$ cat src/rtl/sensor_cmd_pkg.sv
// Shared types and constants for the sensor command router.
package sensor_cmd_pkg;
    typedef enum logic [2:0] {IDLE, START, WAIT, SEND, ERR} state_e;

    localparam logic [7:0] CMD_ABORT   = 8'h53; // "S"
    localparam logic [7:0] CMD_CH_BASE = 8'h30; // "0"
    localparam logic [7:0] ERR_BAD_CMD = 8'hFF;
    localparam logic [7:0] ERR_TIMEOUT = 8'hFE;
endpackage

$ cat src/rtl/sensor_cmd_router_if.sv
// UART-side byte streams: rx strobe in, tx valid/ready out.
interface sensor_cmd_router_if;
    logic [7:0] rx_data;
    logic       rx_valid;
    logic [7:0] tx_data;
    logic       tx_valid;
    logic       tx_ready;

    modport master (output rx_data, rx_valid, tx_ready, input tx_data, tx_valid);
    modport slave  (input rx_data, rx_valid, tx_ready, output tx_data, tx_valid);
endinterface

$ cat src/rtl/sensor_tx_serializer.sv
// Frame serializer: header, payload LSB-first, optional checksum, or a lone error byte.
// SENSOR_CMD_ROUTER_CHECKSUM_EN appends a modulo-256 sum byte to each frame.
module sensor_tx_serializer #(
    parameter int CH_BYTES = 5
) (
    input  logic                  clk,
    input  logic                  rst,
    input  logic                  load_frame,
    input  logic                  load_err,
    input  logic                  abort,
    input  logic [7:0]            cmd,
    input  logic [7:0]            err_code,
    input  logic [8*CH_BYTES-1:0] payload,
    input  logic                  tx_ready,
    output logic [7:0]            tx_data,
    output logic                  tx_valid,
    output logic                  done
);
    localparam int DATA_W = 8*CH_BYTES;
`ifdef SENSOR_CMD_ROUTER_CHECKSUM_EN
    localparam logic [3:0] TAIL_BYTES = 4'(CH_BYTES + 1);
    logic [7:0] sum_q, sum_d;
`else
    localparam logic [3:0] TAIL_BYTES = 4'(CH_BYTES);
`endif

    logic [DATA_W-1:0] shreg_q, shreg_d;
    logic [3:0]        left_q, left_d;
    logic [7:0]        data_q, data_d;
    logic              valid_q, valid_d;

    always_ff @(posedge clk or posedge rst) begin
        if (rst) begin
            shreg_q <= '0;
            left_q  <= '0;
            data_q  <= '0;
            valid_q <= 1'b0;
`ifdef SENSOR_CMD_ROUTER_CHECKSUM_EN
            sum_q   <= '0;
`endif
        end else begin
            shreg_q <= shreg_d;
            left_q  <= left_d;
            data_q  <= data_d;
            valid_q <= valid_d;
`ifdef SENSOR_CMD_ROUTER_CHECKSUM_EN
            sum_q   <= sum_d;
`endif
        end
    end

    // left_q counts bytes still to follow the one currently on tx_data
    always_comb begin
        shreg_d = shreg_q;
        left_d  = left_q;
        data_d  = data_q;
        valid_d = valid_q;
`ifdef SENSOR_CMD_ROUTER_CHECKSUM_EN
        sum_d   = sum_q;
`endif
        if (abort) begin
            valid_d = 1'b0;
            left_d  = '0;
        end else if (load_frame) begin
            valid_d = 1'b1;
            data_d  = cmd;
            shreg_d = payload;
            left_d  = TAIL_BYTES;
`ifdef SENSOR_CMD_ROUTER_CHECKSUM_EN
            sum_d   = cmd;
`endif
        end else if (load_err) begin
            valid_d = 1'b1;
            data_d  = err_code;
            left_d  = '0;
        end else if (valid_q && tx_ready) begin
            if (left_q == '0) begin
                valid_d = 1'b0;
            end else begin
                left_d = left_q - 1'b1;
`ifdef SENSOR_CMD_ROUTER_CHECKSUM_EN
                if (left_q == 4'd1) begin
                    data_d = sum_q;
                end else begin
                    data_d  = shreg_q[7:0];
                    shreg_d = shreg_q >> 8;
                    sum_d   = sum_q + shreg_q[7:0];
                end
`else
                data_d  = shreg_q[7:0];
                shreg_d = shreg_q >> 8;
`endif
            end
        end
    end

    assign tx_data  = data_q;
    assign tx_valid = valid_q;
    assign done     = valid_q && tx_ready && (left_q == '0);
endmodule

$ cat src/rtl/sensor_cmd_router.sv
// UART command router: "0"+i starts channel i, its payload is framed back; "S" aborts.
// SENSOR_CMD_ROUTER_CHECKSUM_EN (in the serializer) adds a checksum byte per frame.
module sensor_cmd_router
    import sensor_cmd_pkg::*;
#(
    parameter int NUM_CH         = 2,
    parameter int CH_BYTES       = 5,
    parameter int TIMEOUT_CYCLES = 50_000_000
) (
    input  logic                         clk,
    input  logic                         rst,
    sensor_cmd_router_if.slave           bus,
    output logic [NUM_CH-1:0]            ch_start,
    input  logic [NUM_CH*8*CH_BYTES-1:0] ch_data,
    input  logic [NUM_CH-1:0]            ch_valid,
    output logic                         busy,
    output logic                         drop
);
    localparam int DATA_W = 8*CH_BYTES;
    localparam int IW     = (NUM_CH > 1) ? $clog2(NUM_CH) : 1;
    localparam int CW     = $clog2(TIMEOUT_CYCLES + 1);
    localparam logic [CW-1:0] CNT_MAX  = CW'(TIMEOUT_CYCLES);
    localparam logic [CW-1:0] CNT_LAST = CW'(TIMEOUT_CYCLES - 1);
    localparam logic [7:0]    CH_LAST  = 8'(CMD_CH_BASE + NUM_CH - 1);

    state_e            state_q, state_d;
    logic [IW-1:0]     ch_idx_q, ch_idx_d;
    logic [7:0]        cmd_q, cmd_d, err_code;
    logic [CW-1:0]     cnt_q, cnt_d;
    logic              drop_q, drop_d;
    logic              rx_is_abort, rx_abort, ch_hit, ch_hit_valid, expire;
    logic              load_frame, load_err, ser_done;
    logic [DATA_W-1:0] ch_sel;

    assign rx_is_abort  = bus.rx_valid && (bus.rx_data == CMD_ABORT);
    assign rx_abort     = (state_q != IDLE) && rx_is_abort;
    assign ch_hit       = (bus.rx_data >= CMD_CH_BASE) && (bus.rx_data <= CH_LAST);
    assign ch_hit_valid = ch_valid[ch_idx_q];
    // Fires on the TIMEOUT_CYCLES-th WAIT cycle, as the counter steps onto the limit
    assign expire       = (cnt_q >= CNT_LAST);
    assign ch_sel       = ch_data[ch_idx_q*DATA_W +: DATA_W];
    assign drop         = drop_q;

    always_ff @(posedge clk or posedge rst) begin
        if (rst) begin
            state_q  <= IDLE;
            ch_idx_q <= '0;
            cmd_q    <= '0;
            cnt_q    <= '0;
            drop_q   <= 1'b0;
        end else begin
            state_q  <= state_d;
            ch_idx_q <= ch_idx_d;
            cmd_q    <= cmd_d;
            cnt_q    <= cnt_d;
            drop_q   <= drop_d;
        end
    end

    always_comb begin
        state_d  = state_q;
        ch_idx_d = ch_idx_q;
        cmd_d    = cmd_q;
        cnt_d    = cnt_q;
        unique case (state_q)
            IDLE: if (bus.rx_valid) begin
                if (ch_hit) begin
                    state_d  = START;
                    ch_idx_d = IW'(bus.rx_data - CMD_CH_BASE);
                    cmd_d    = bus.rx_data;
                end else if (!rx_is_abort) begin
                    state_d = ERR;
                end
            end
            START: begin
                cnt_d   = '0;
                state_d = rx_abort ? IDLE : WAIT;
            end
            WAIT: begin
                cnt_d = (cnt_q == CNT_MAX) ? cnt_q : cnt_q + 1'b1;
                if (rx_abort)          state_d = IDLE;
                else if (ch_hit_valid) state_d = SEND;
                else if (expire)       state_d = ERR;
            end
            SEND, ERR: if (rx_abort || ser_done) state_d = IDLE;
            default: state_d = IDLE;
        endcase
    end

    always_comb begin
        ch_start   = '0;
        load_frame = 1'b0;
        load_err   = 1'b0;
        err_code   = ERR_TIMEOUT;
        busy       = (state_q != IDLE);
        drop_d     = busy && bus.rx_valid && !rx_is_abort;
        case (state_q)
            IDLE: begin
                load_err = bus.rx_valid && !ch_hit && !rx_is_abort;
                err_code = ERR_BAD_CMD;
            end
            START: ch_start[ch_idx_q] = !rx_is_abort;
            WAIT: begin
                load_frame = ch_hit_valid && !rx_is_abort;
                load_err   = expire && !ch_hit_valid && !rx_is_abort;
            end
            default: ;
        endcase
    end

    sensor_tx_serializer #(.CH_BYTES(CH_BYTES)) u_ser (
        .clk        (clk),
        .rst        (rst),
        .load_frame (load_frame),
        .load_err   (load_err),
        .abort      (rx_abort),
        .cmd        (cmd_q),
        .err_code   (err_code),
        .payload    (ch_sel),
        .tx_ready   (bus.tx_ready),
        .tx_data    (bus.tx_data),
        .tx_valid   (bus.tx_valid),
        .done       (ser_done)
    );
endmodule

$ cat src/flat_wrapper.sv
// flat-port wrapper written by rule: the top's interface ports become plain ports
module sensor_cmd_router_flat import sensor_cmd_pkg::*;
#(
    parameter int NUM_CH         = 2,
    parameter int CH_BYTES       = 5,
    parameter int TIMEOUT_CYCLES = 50_000_000
)
  (clk, rst, ch_start, ch_data, ch_valid, busy, drop, bus_rx_data, bus_rx_valid, bus_tx_ready, bus_tx_data, bus_tx_valid);
  sensor_cmd_router_if bus_i ();
  input  logic clk;
  input  logic rst;
  output logic [NUM_CH-1:0] ch_start;
  input  logic [NUM_CH*8*CH_BYTES-1:0] ch_data;
  input  logic [NUM_CH-1:0] ch_valid;
  output logic busy;
  output logic drop;
  input wire logic [$bits(bus_i.rx_data)-1:0] bus_rx_data;
  input wire logic [$bits(bus_i.rx_valid)-1:0] bus_rx_valid;
  input wire logic [$bits(bus_i.tx_ready)-1:0] bus_tx_ready;
  output wire logic [$bits(bus_i.tx_data)-1:0] bus_tx_data;
  output wire logic [$bits(bus_i.tx_valid)-1:0] bus_tx_valid;
  assign bus_i.rx_data = bus_rx_data;
  assign bus_i.rx_valid = bus_rx_valid;
  assign bus_i.tx_ready = bus_tx_ready;
  assign bus_tx_data = bus_i.tx_data;
  assign bus_tx_valid = bus_i.tx_valid;
  sensor_cmd_router #(.NUM_CH(NUM_CH), .CH_BYTES(CH_BYTES), .TIMEOUT_CYCLES(TIMEOUT_CYCLES)) u_core (.clk(clk), .rst(rst), .bus(bus_i), .ch_start(ch_start), .ch_data(ch_data), .ch_valid(ch_valid), .busy(busy), .drop(drop));
endmodule
$ cat config.mk
export PLATFORM = sky130hd
export DESIGN_NAME = sensor_cmd_router_flat
export DESIGN_NICKNAME = d
export VERILOG_FILES = /design/src/rtl/sensor_cmd_pkg.sv /design/src/rtl/sensor_cmd_router_if.sv /design/src/rtl/sensor_tx_serializer.sv /design/src/rtl/sensor_cmd_router.sv /design/src/flat_wrapper.sv
export SDC_FILE = /design/constraint.sdc
export NUM_CORES = 1
export LEC_CHECK = 0
export CAP_MARGIN = 20
export CORE_MARGIN = 5
export CORE_UTILIZATION = 35
export DETAILED_ROUTE_END_ITERATION = 7
export GPL_TIMING_DRIVEN = 0
export SKIP_CTS_REPAIR_TIMING = 1
export SYNTH_ARGS = -nofsm -noshare
export SYNTH_HDL_FRONTEND = slang
export SYNTH_SLANG_ARGS = --single-unit
export TNS_END_PERCENT = 1
$ cat constraint.sdc
create_clock -name clk -period 4.76 [get_ports clk]
set_clock_uncertainty 0.15 [all_clocks]
set_input_delay 1.428 -clock clk [delete_from_list [all_inputs] [get_ports clk]]
set_output_delay 1.428 -clock clk [all_outputs]
set_load 0.02 [all_outputs]
==> impl_table.tex <==
\begin{tabular}{lr}
\hline
Metric & Value \\
\hline
\multicolumn{2}{l}{\textbf{Global routing}} \\
\quad GRT Total Usage & 0.1724 \\
\quad Global route total overflow & 0 \\
\quad Vias in the first global route & 4546 \\
\quad Global-route wire length before repair & 22800 µm \\
\quad Antenna violations before repair & 0 \\
\quad Pin count of the biggest net entering global routing & 61 \\
\multicolumn{2}{l}{\textbf{Floorplan}} \\
\quad Horizontal die dimension & 129.3 µm \\
\quad Number of ports placed on the die boundary & $\sim$110 \\
\quad Core region area & 13930 µm² \\
\quad Starting density of the core & 0.3574 \\
\quad Area enclosed by the die boundary & 16710 µm² \\
\quad Std-Cell Rows & 43 \\
\quad Die Height & 129.3 µm \\
\multicolumn{2}{l}{\textbf{Logic synthesis}} \\
\quad Top cell type's share of synthesized area & 0.4573 \\
\quad Biggest area consumer among synthesized cells & sky130\_fd\_sc\_hd\_\_dfrtp\_1 \\
\quad Number of flops mapped to enable cells by yosys & 0 \\
\quad Mean instance size in the synthesized netlist & $\sim$9.6 µm² \\
\quad Total nets after synthesis & 618 \\
\quad Count of synthesis-stage warnings from yosys & 0 \\
\quad Proportion of register bits with asynchronous set or reset after synthesis & 1.000 \\
\quad Count of different cell masters after synthesis & 54 \\
\quad Portion of the post-synthesis area used by sequential elements & 0.4573 \\
\quad Largest cells by area after synthesis & sky130\_fd\_sc\_hd\_\_dfrtp\_1 (46\%), sky130\_fd\_sc\_hd\_\_mux2i\_1 (8.0\%), sky130\_fd\_sc\_hd\_\_a22oi\_1 (4.8\%) \\
\quad Cell count after synthesis & 521 \\
\quad Most frequently used flop master after synthesis & sky130\_fd\_sc\_hd\_\_dfrtp\_1 \\
\quad FF+latch count, synth & 91 \\
\quad Cell Area, Synth & 4980 µm² \\
\multicolumn{2}{l}{\textbf{Timing}} \\
\quad Minimum clock period after layout & 4.533 ns \\
\quad Unrepaired setup endpoints after global routing & false \\
\quad Actual slew at the worst max-slew pin & 1.009 ns \\
\quad Total of endpoints with negative setup slack in the final report & 0 \\
\quad Achievable clock frequency & 220.6 MHz \\
\quad Period Utilization, post-route & 0.9524 \\
\quad Remaining max-slew budget at the tightest pin & 0.3211 \\
\quad Number of failing hold endpoints at the final stage & 0 \\
\quad Number of max-slew violations in the final report & 0 \\
\multicolumn{2}{l}{\textbf{Route}} \\
\quad Iter 0 DRT Violations & 280 \\
\quad DR pass1 iterations & 6 \\
\quad Vias per cell & roughly 5.4 \\
\quad Detailed-route wire length per cell & around 17 µm \\
\quad Total number of vias & 4456 \\
\quad Detailed-route DRC error count & 0 \\
\quad Sum of routed wire length over all layers & 14150 µm \\
\quad Post-detailed-route count of antenna-violating nets & 0 \\
\multicolumn{2}{l}{\textbf{Clock network}} \\
\quad H-tree Lvls & 3 \\
\quad Count of clock tree sinks & between 90 and 100 \\
\quad Clock Latency Late Sink & 0.35 ns \\
\quad CTS tree & done \\
\quad Clock buffer count from CTS & 9 \\
\quad Master cell of the clock root buffer & sky130\_fd\_sc\_hd\_\_clkbuf\_16 \\
\quad Clock transition at the registers of the reported paths & around 0.070 ns \\
\quad Clk buf depth & 2 \\
\multicolumn{2}{l}{\textbf{Status}} \\
\quad Status & finished clean \\
\multicolumn{2}{l}{\textbf{Finish}} \\
\quad Fraction of final layout cells sized beyond drive strength 1 & 0.05891 \\
\quad Antenna Cells & 0 \\
\quad Net count of the finished layout & 738 \\
\quad Share of the core filled with cells in the final layout & 0.4748 \\
\quad Area overhead of the layout relative to synthesis & 32.86\% \\
\multicolumn{2}{l}{\textbf{Hold path}} \\
\quad Destination of the worst hold path & u\_core.cmd\_q[5] \\
\quad Worst Hold Depth & 1 \\
\quad Startpoint of the most critical hold path & u\_core.cmd\_q[5] \\
\quad Type of the worst min-delay path & reg -> reg \\
\multicolumn{2}{l}{\textbf{Critical path}} \\
\quad Worst R2R Path Depth & 10 \\
\quad Worst path arrival time & about 3 ns \\
\quad Endpoint class of the critical path & primary output \\
\quad Reg-to-reg startpoint & u\_core.state\_q[0] \\
\quad Setup slack of the worst register-to-register path & $\sim$1.7 ns \\
\quad Category of the most critical setup path & in -> out \\
\quad CP required & 3.18 ns \\
\quad Critical path startpoint category & primary input \\
\quad Worst R2R End & u\_core.u\_ser.shreg\_q[12] \\
\quad Critical-path maximum fanout & 6 \\
\multicolumn{2}{l}{\textbf{Power}} \\
\quad Fraction of power spent switching nets & 0.3508 \\
\quad Part of the power in the clock network & 0.257 \\
\quad Power Density & 424.7 nW/µm² \\
\quad Leakage & 2.805 nW \\
\quad Combinational group share of total power & 0.356 \\
\quad Cell internal power dissipation & 0.001824 W \\
\quad Worst voltage drop across the vdd grid & 0.1817 mV \\
\quad Switching power total & 0.0009857 W \\
\quad Sequential fraction of design power & 0.387 \\
\quad Post-layout total power & about 0.0028 W \\
\multicolumn{2}{l}{\textbf{Placed design}} \\
\quad Number of buffer cells added on primary ports & 106 \\
\quad Post-DP HPWL & 10840 µm \\
\quad Last weighted congestion value of the routability-driven placer & 0.8846 \\
\multicolumn{2}{l}{\textbf{Run}} \\
\quad Max-cap viol count & 0 \\
\hline
\end{tabular}
how the worst max path moves through the flow:
stage | start | end | slack [ns]
6_report | bus_rx_data[7] | ch_start[1] | 0.23
5_1_grt | bus_rx_data[7] | ch_start[1] | 0.15
4_1_cts | bus_rx_data[2] | ch_start[1] | -0.53
2_1_floorplan | bus_rx_data[2] | ch_start[1] | 0.79
3_5_place_dp | bus_rx_data[2] | ch_start[1] | -0.52
3_3_place_gp | rst | u_core.u_ser.shreg_q[26] | -0.71
stage by stage:
| step | cells | cell area, µm² | setup TNS (ns) | hold WS [ns] | worst slack (ns) |
|---|---|---|---|---|---|
| floorplan | 521 | 4980 | 0 | 0.2844 | 0.7948 |
| global placement | 807 | 6266 | -65.12 | 0.3048 | -0.7107 |
| detailed placement | 808 | 6296 | -0.9791 | 0.3093 | -0.5165 |
| CTS | 823 | 6588 | -0.9978 | 0.3260 | -0.5265 |
| global route | 825 | 6616 | 0 | 0.3484 | 0.1473 |
| finish | 825 | 6616 | 0 | 0.3227 | 0.2266 |
power groups by stage:
stage	clock network [W]	logic [W]	registers, W
after floorplan	0	0.000599	0.00112
after CTS	0.000740	0.00100	0.00109
after global routing	0.000764	0.00112	0.00111
after global placement	0	0.000976	0.00109
after detailed placement	0	0.00100	0.00110
final	0.000722	0.00100	0.00109
placed cells by master, fill, tap and decap left out, types with 8 or more instances in the layout:
| cell | n |
|---|---|
| sky130_fd_sc_hd__a21oi_1 | 14 |
| sky130_fd_sc_hd__a22oi_1 | 32 |
| sky130_fd_sc_hd__a31oi_1 | 33 |
| sky130_fd_sc_hd__and2_1 | 9 |
| sky130_fd_sc_hd__and3_1 | 8 |
| sky130_fd_sc_hd__clkbuf_1 | 34 |
| sky130_fd_sc_hd__clkbuf_16 | 9 |
| sky130_fd_sc_hd__clkdlybuf4s50_1 | 104 |
| sky130_fd_sc_hd__dfrtp_1 | 91 |
| sky130_fd_sc_hd__inv_1 | 9 |
| sky130_fd_sc_hd__mux2i_1 | 40 |
| sky130_fd_sc_hd__nand2_1 | 42 |
| sky130_fd_sc_hd__nand3_1 | 10 |
| sky130_fd_sc_hd__nand4_1 | 12 |
| sky130_fd_sc_hd__nor2_1 | 35 |
| sky130_fd_sc_hd__nor3_1 | 13 |
| sky130_fd_sc_hd__o21ai_0 | 39 |
| sky130_fd_sc_hd__o22ai_1 | 8 |
| sky130_fd_sc_hd__xnor2_1 | 10 |
| sky130_fd_sc_hd__xor2_1 | 17 |
cells in the mapped netlist (all sizes together) (4+ instances only):
| master | count |
|---|---|
| a311o | 7 |
| nor3 | 13 |
| and3 | 10 |
| and2 | 9 |
| nand4 | 12 |
| nor2 | 35 |
| inv | 10 |
| clkbuf | 33 |
| nand2 | 42 |
| nand3 | 10 |
| a21oi | 14 |
| buf | 9 |
| dfrtp | 91 |
| xnor2 | 10 |
| a22oi | 32 |
| o21ai | 41 |
| mux2i | 40 |
| nor3b | 4 |
| a31oi | 34 |
| xor2 | 17 |
| mux2 | 4 |
| o22ai | 8 |
layer usage:
| metal | global-route usage | wire (µm) |
|---|---|---|
| met5 | 0 | 0 |
| met4 | 0.05744 | 314 |
| met3 | 0.03792 | 903 |
| met2 | 0.2771 | 6602 |
| met1 | 0.2314 | 6328 |
registers in the layout (all words and copies together), names as in the netlist:
signal / cells
u_core.u_ser.tx_valid: 1
u_core.cnt_q: 26
u_core.u_ser.left_q: 4
u_core.u_ser.shreg_q: 40
u_core.u_ser.tx_data: 8
u_core.cmd_q: 8
u_core.state_q: 3
u_core.drop: 1
cells by family after synthesis:
group	synth area share
flops	0.4573
xor+xnor	0.04749
mux	0.08945
compound gates	0.1930
simple gates	0.1631
fa+ha+maj	0.007538
buf+inv	0.04221
layout make-up:
cell class / instances / area [µm²]
plain buffers: 42 / 172.7
clock buffers: 10 / 229.0
clock inverters: 5 / 62.56
fillers: 1316 / 7318
inverters: 10 / 40.04
multi-input cells: 378 / 2501
flip-flops and latches: 91 / 2277
well taps: 180 / 225.2
repair buffers: 109 / 1109
critical path: stages:
cell and delay [ns]:
sky130_fd_sc_hd__clkdlybuf4s50_1 0.44, sky130_fd_sc_hd__nor4b_4 0.27, sky130_fd_sc_hd__buf_4 0.17, sky130_fd_sc_hd__nand3_1 0.20
sky130_fd_sc_hd__and3_1 0.24, sky130_fd_sc_hd__dlymetal6s2s_1 0.20
Power figures use the tool's default switching activity.
==> edit: new RTL, config.mk and constraints unchanged <==
Take the reset off `shreg_q` and `data_q` and load them in a clocked block of their own.
--- a/src/rtl/sensor_tx_serializer.sv
+++ b/src/rtl/sensor_tx_serializer.sv
@@ -31,22 +31,23 @@
 
     always_ff @(posedge clk or posedge rst) begin
         if (rst) begin
-            shreg_q <= '0;
             left_q  <= '0;
-            data_q  <= '0;
             valid_q <= 1'b0;
 `ifdef SENSOR_CMD_ROUTER_CHECKSUM_EN
             sum_q   <= '0;
 `endif
         end else begin
-            shreg_q <= shreg_d;
             left_q  <= left_d;
-            data_q  <= data_d;
             valid_q <= valid_d;
 `ifdef SENSOR_CMD_ROUTER_CHECKSUM_EN
             sum_q   <= sum_d;
 `endif
         end
+    end
+
+    always_ff @(posedge clk) begin
+        shreg_q <= shreg_d;
+        data_q  <= data_d;
     end
 
     // left_q counts bytes still to follow the one currently on tx_data
Function: changed (a bounded check fails within 4 cycles, from zero or initial values and one cycle with rst high).
==> edit against the unedited design <==
- synthesized area fell by 5.3%
- synthesized cell count shrank 13%
- global-route usage fell by 2.4 points
- routed wire length decreased by 18%
- cell area fell by 3.0%
- worst setup slack gained 110 ps
- total power grew 6.7%
- sequential cell count is the same
- critical path type unchanged
- via count fell by 16%
==> edit: results (changes against the unedited design) <==
** Status
- Result of the run :: complete, no violations

** Detailed routing
- The DRC marker count from the first detailed-route iteration was 275 (-1.8%).
- Total iterations of the first detailed-routing run :: 4 (-2)

** STA
- Transition time at the pin with the least slew margin :: 927.7 ps (-81.29 ps)
- The worst hold slack is 315.5 ps (-7.192 ps).

** Synth
- Ranked by total cell area, the synthesized netlist is headed by sky130_fd_sc_hd__edfxtp_1 (31%), sky130_fd_sc_hd__dfrtp_1 (23%), sky130_fd_sc_hd__mux2i_1 (9.5%).
- The synthesized instance count is 453 (-13%).
- EDFF count, synth :: 48 (+48)
- Syn_nets :: 550 (-11%)
- The number of distinct library cells after synthesis came to 48 (-11%).
- The share of synthesized area occupied by flip-flops and latches was 0.5337 (+0.07640).

** Power
- The maximum VDD drop was 0.2561 mV (+41%).
- The standby leakage power is 2.580 nW (-8.0%).

** Global routing
- Global-route total usage across every layer :: 0.1484 (-0.02392)
- The via count of the first global-routing pass is 3876 (-15%).
- Maximum number of pins on one net before global-route repair :: 35 (-43%)
- The first-pass GRT wire length was 19120 um (-16%).

** Worst setup path
- The setup slack of the most critical reg-to-reg path is 1540 ps (-190 ps).
- The startpoint identified for the worst register-to-register timing path is u_core.cmd_q[0]$_DFFE_PP0P_.

** Final layout
- Filler-free cell count of the finished design :: 755 (-8.5%)
- The final layout net count was 671 (-9.1%).
- The fraction of final layout cells with drive strength greater than 1 is 0.08290 (+0.02399).

** Min path
- Hold_sp :: u_core.cmd_q[4]$_DFFE_PP0P_
- Worst Hold End :: u_core.cmd_q[4]$_DFFE_PP0P_

** Place
- Placement-stage cell area :: 0.006072 mm2 (-3.6%)
- DP Worst Slack :: -231.7 ps (+284.7 ps)
## edit: changes by cell type in the layout (fill, tap and decap cells not counted), moves of 5 or more
cell                       delta
sky130_fd_sc_hd__xnor2_1      -7
sky130_fd_sc_hd__edfxtp_1    +48
sky130_fd_sc_hd__o22ai_1      -7
sky130_fd_sc_hd__dfrtp_1     -48
sky130_fd_sc_hd__a22oi_1     -32
sky130_fd_sc_hd__a31oi_1     -30
sky130_fd_sc_hd__buf_2        +7
sky130_fd_sc_hd__mux2i_1      +5
sky130_fd_sc_hd__nor2_1      +16
sky130_fd_sc_hd__nand2_1     +14
sky130_fd_sc_hd__clkbuf_1    -25
sky130_fd_sc_hd__a311o_1      -7
## edit: logic make-up after synthesis
kind of cell / Yosys count / share of synthesized area
AOI/OAI and AO/OA: 77 / 0.09682
xor gates and xnor gates: 18 / 0.03342
adders and majority gates: 3 / 0.007958
buffers and inverters: 33 / 0.03156
DFF: 91 / 0.5337
muxes: 47 / 0.1003
and+or+nand+nor: 184 / 0.1963
## edit: critical path: cells and delay by family
kind | cells | cell delay, ps
AND/OR/NAND/NOR | 3 | 690
buffers and inverters | 2 | 710
## edit: worst max path at each step
stage / startpoint / end / slack, ps / cells past startpoint
2_1_floorplan: bus_rx_data[1] / u_core.u_ser.shreg_q[0]$_DFFE_PP_ / 170 / 6
3_3_place_gp: bus_rx_data[0] / u_core.u_ser.shreg_q[4]$_DFFE_PP_ / -1250 / 7
3_5_place_dp: bus_rx_data[2] / ch_start[0] / -230 / 5
4_1_cts: bus_rx_data[2] / ch_start[0] / -250 / 5
5_1_grt: bus_rx_data[5] / ch_start[0] / 290 / 5
6_report: bus_rx_data[0] / ch_start[0] / 340 / 5
## edit: where the power goes
group / switching [mW] / total (mW) / internal, mW
sequential: 0.0768 / 1.21 / 1.14
combinational: 0.581 / 1.02 / 0.437
clock: 0.305 / 0.768 / 0.464
total: 0.962 / 3.00 / 2.04
## edit: layout make-up
cell class,count,area [um2]
Fill cell,1236,6824
Sequential cell,91,2517
Multi-Input combinational cell,329,2072
Timing Repair Buffer,110,1136
Clock buffer,9,225.2
Tap cell,176,220.2
Buffer,25,118.9
Clock inverter,7,98.84
Inverter,8,30.03
## edit: routing by layer
metal / track usage / routed length, um / vias up
li1: - / - / 1877
met1: 0.1948 / 5289 / 1782
met2: 0.2426 / 5651 / 69
met3: 0.03302 / 416 / 10
met4: 0.05174 / 195 / 0
met5: 0 / 0 / -
## edit: metrics by stage
step	utilization	power, mW	setup TNS, ps
floorplan	-	1.834	0
detailed placement	0.4585	2.250	-448.2
finish	0.4847	2.998	0
CTS	0.4830	3.030	-479.4
global route	0.4847	3.186	0
global placement	0.4533	2.192	-50460
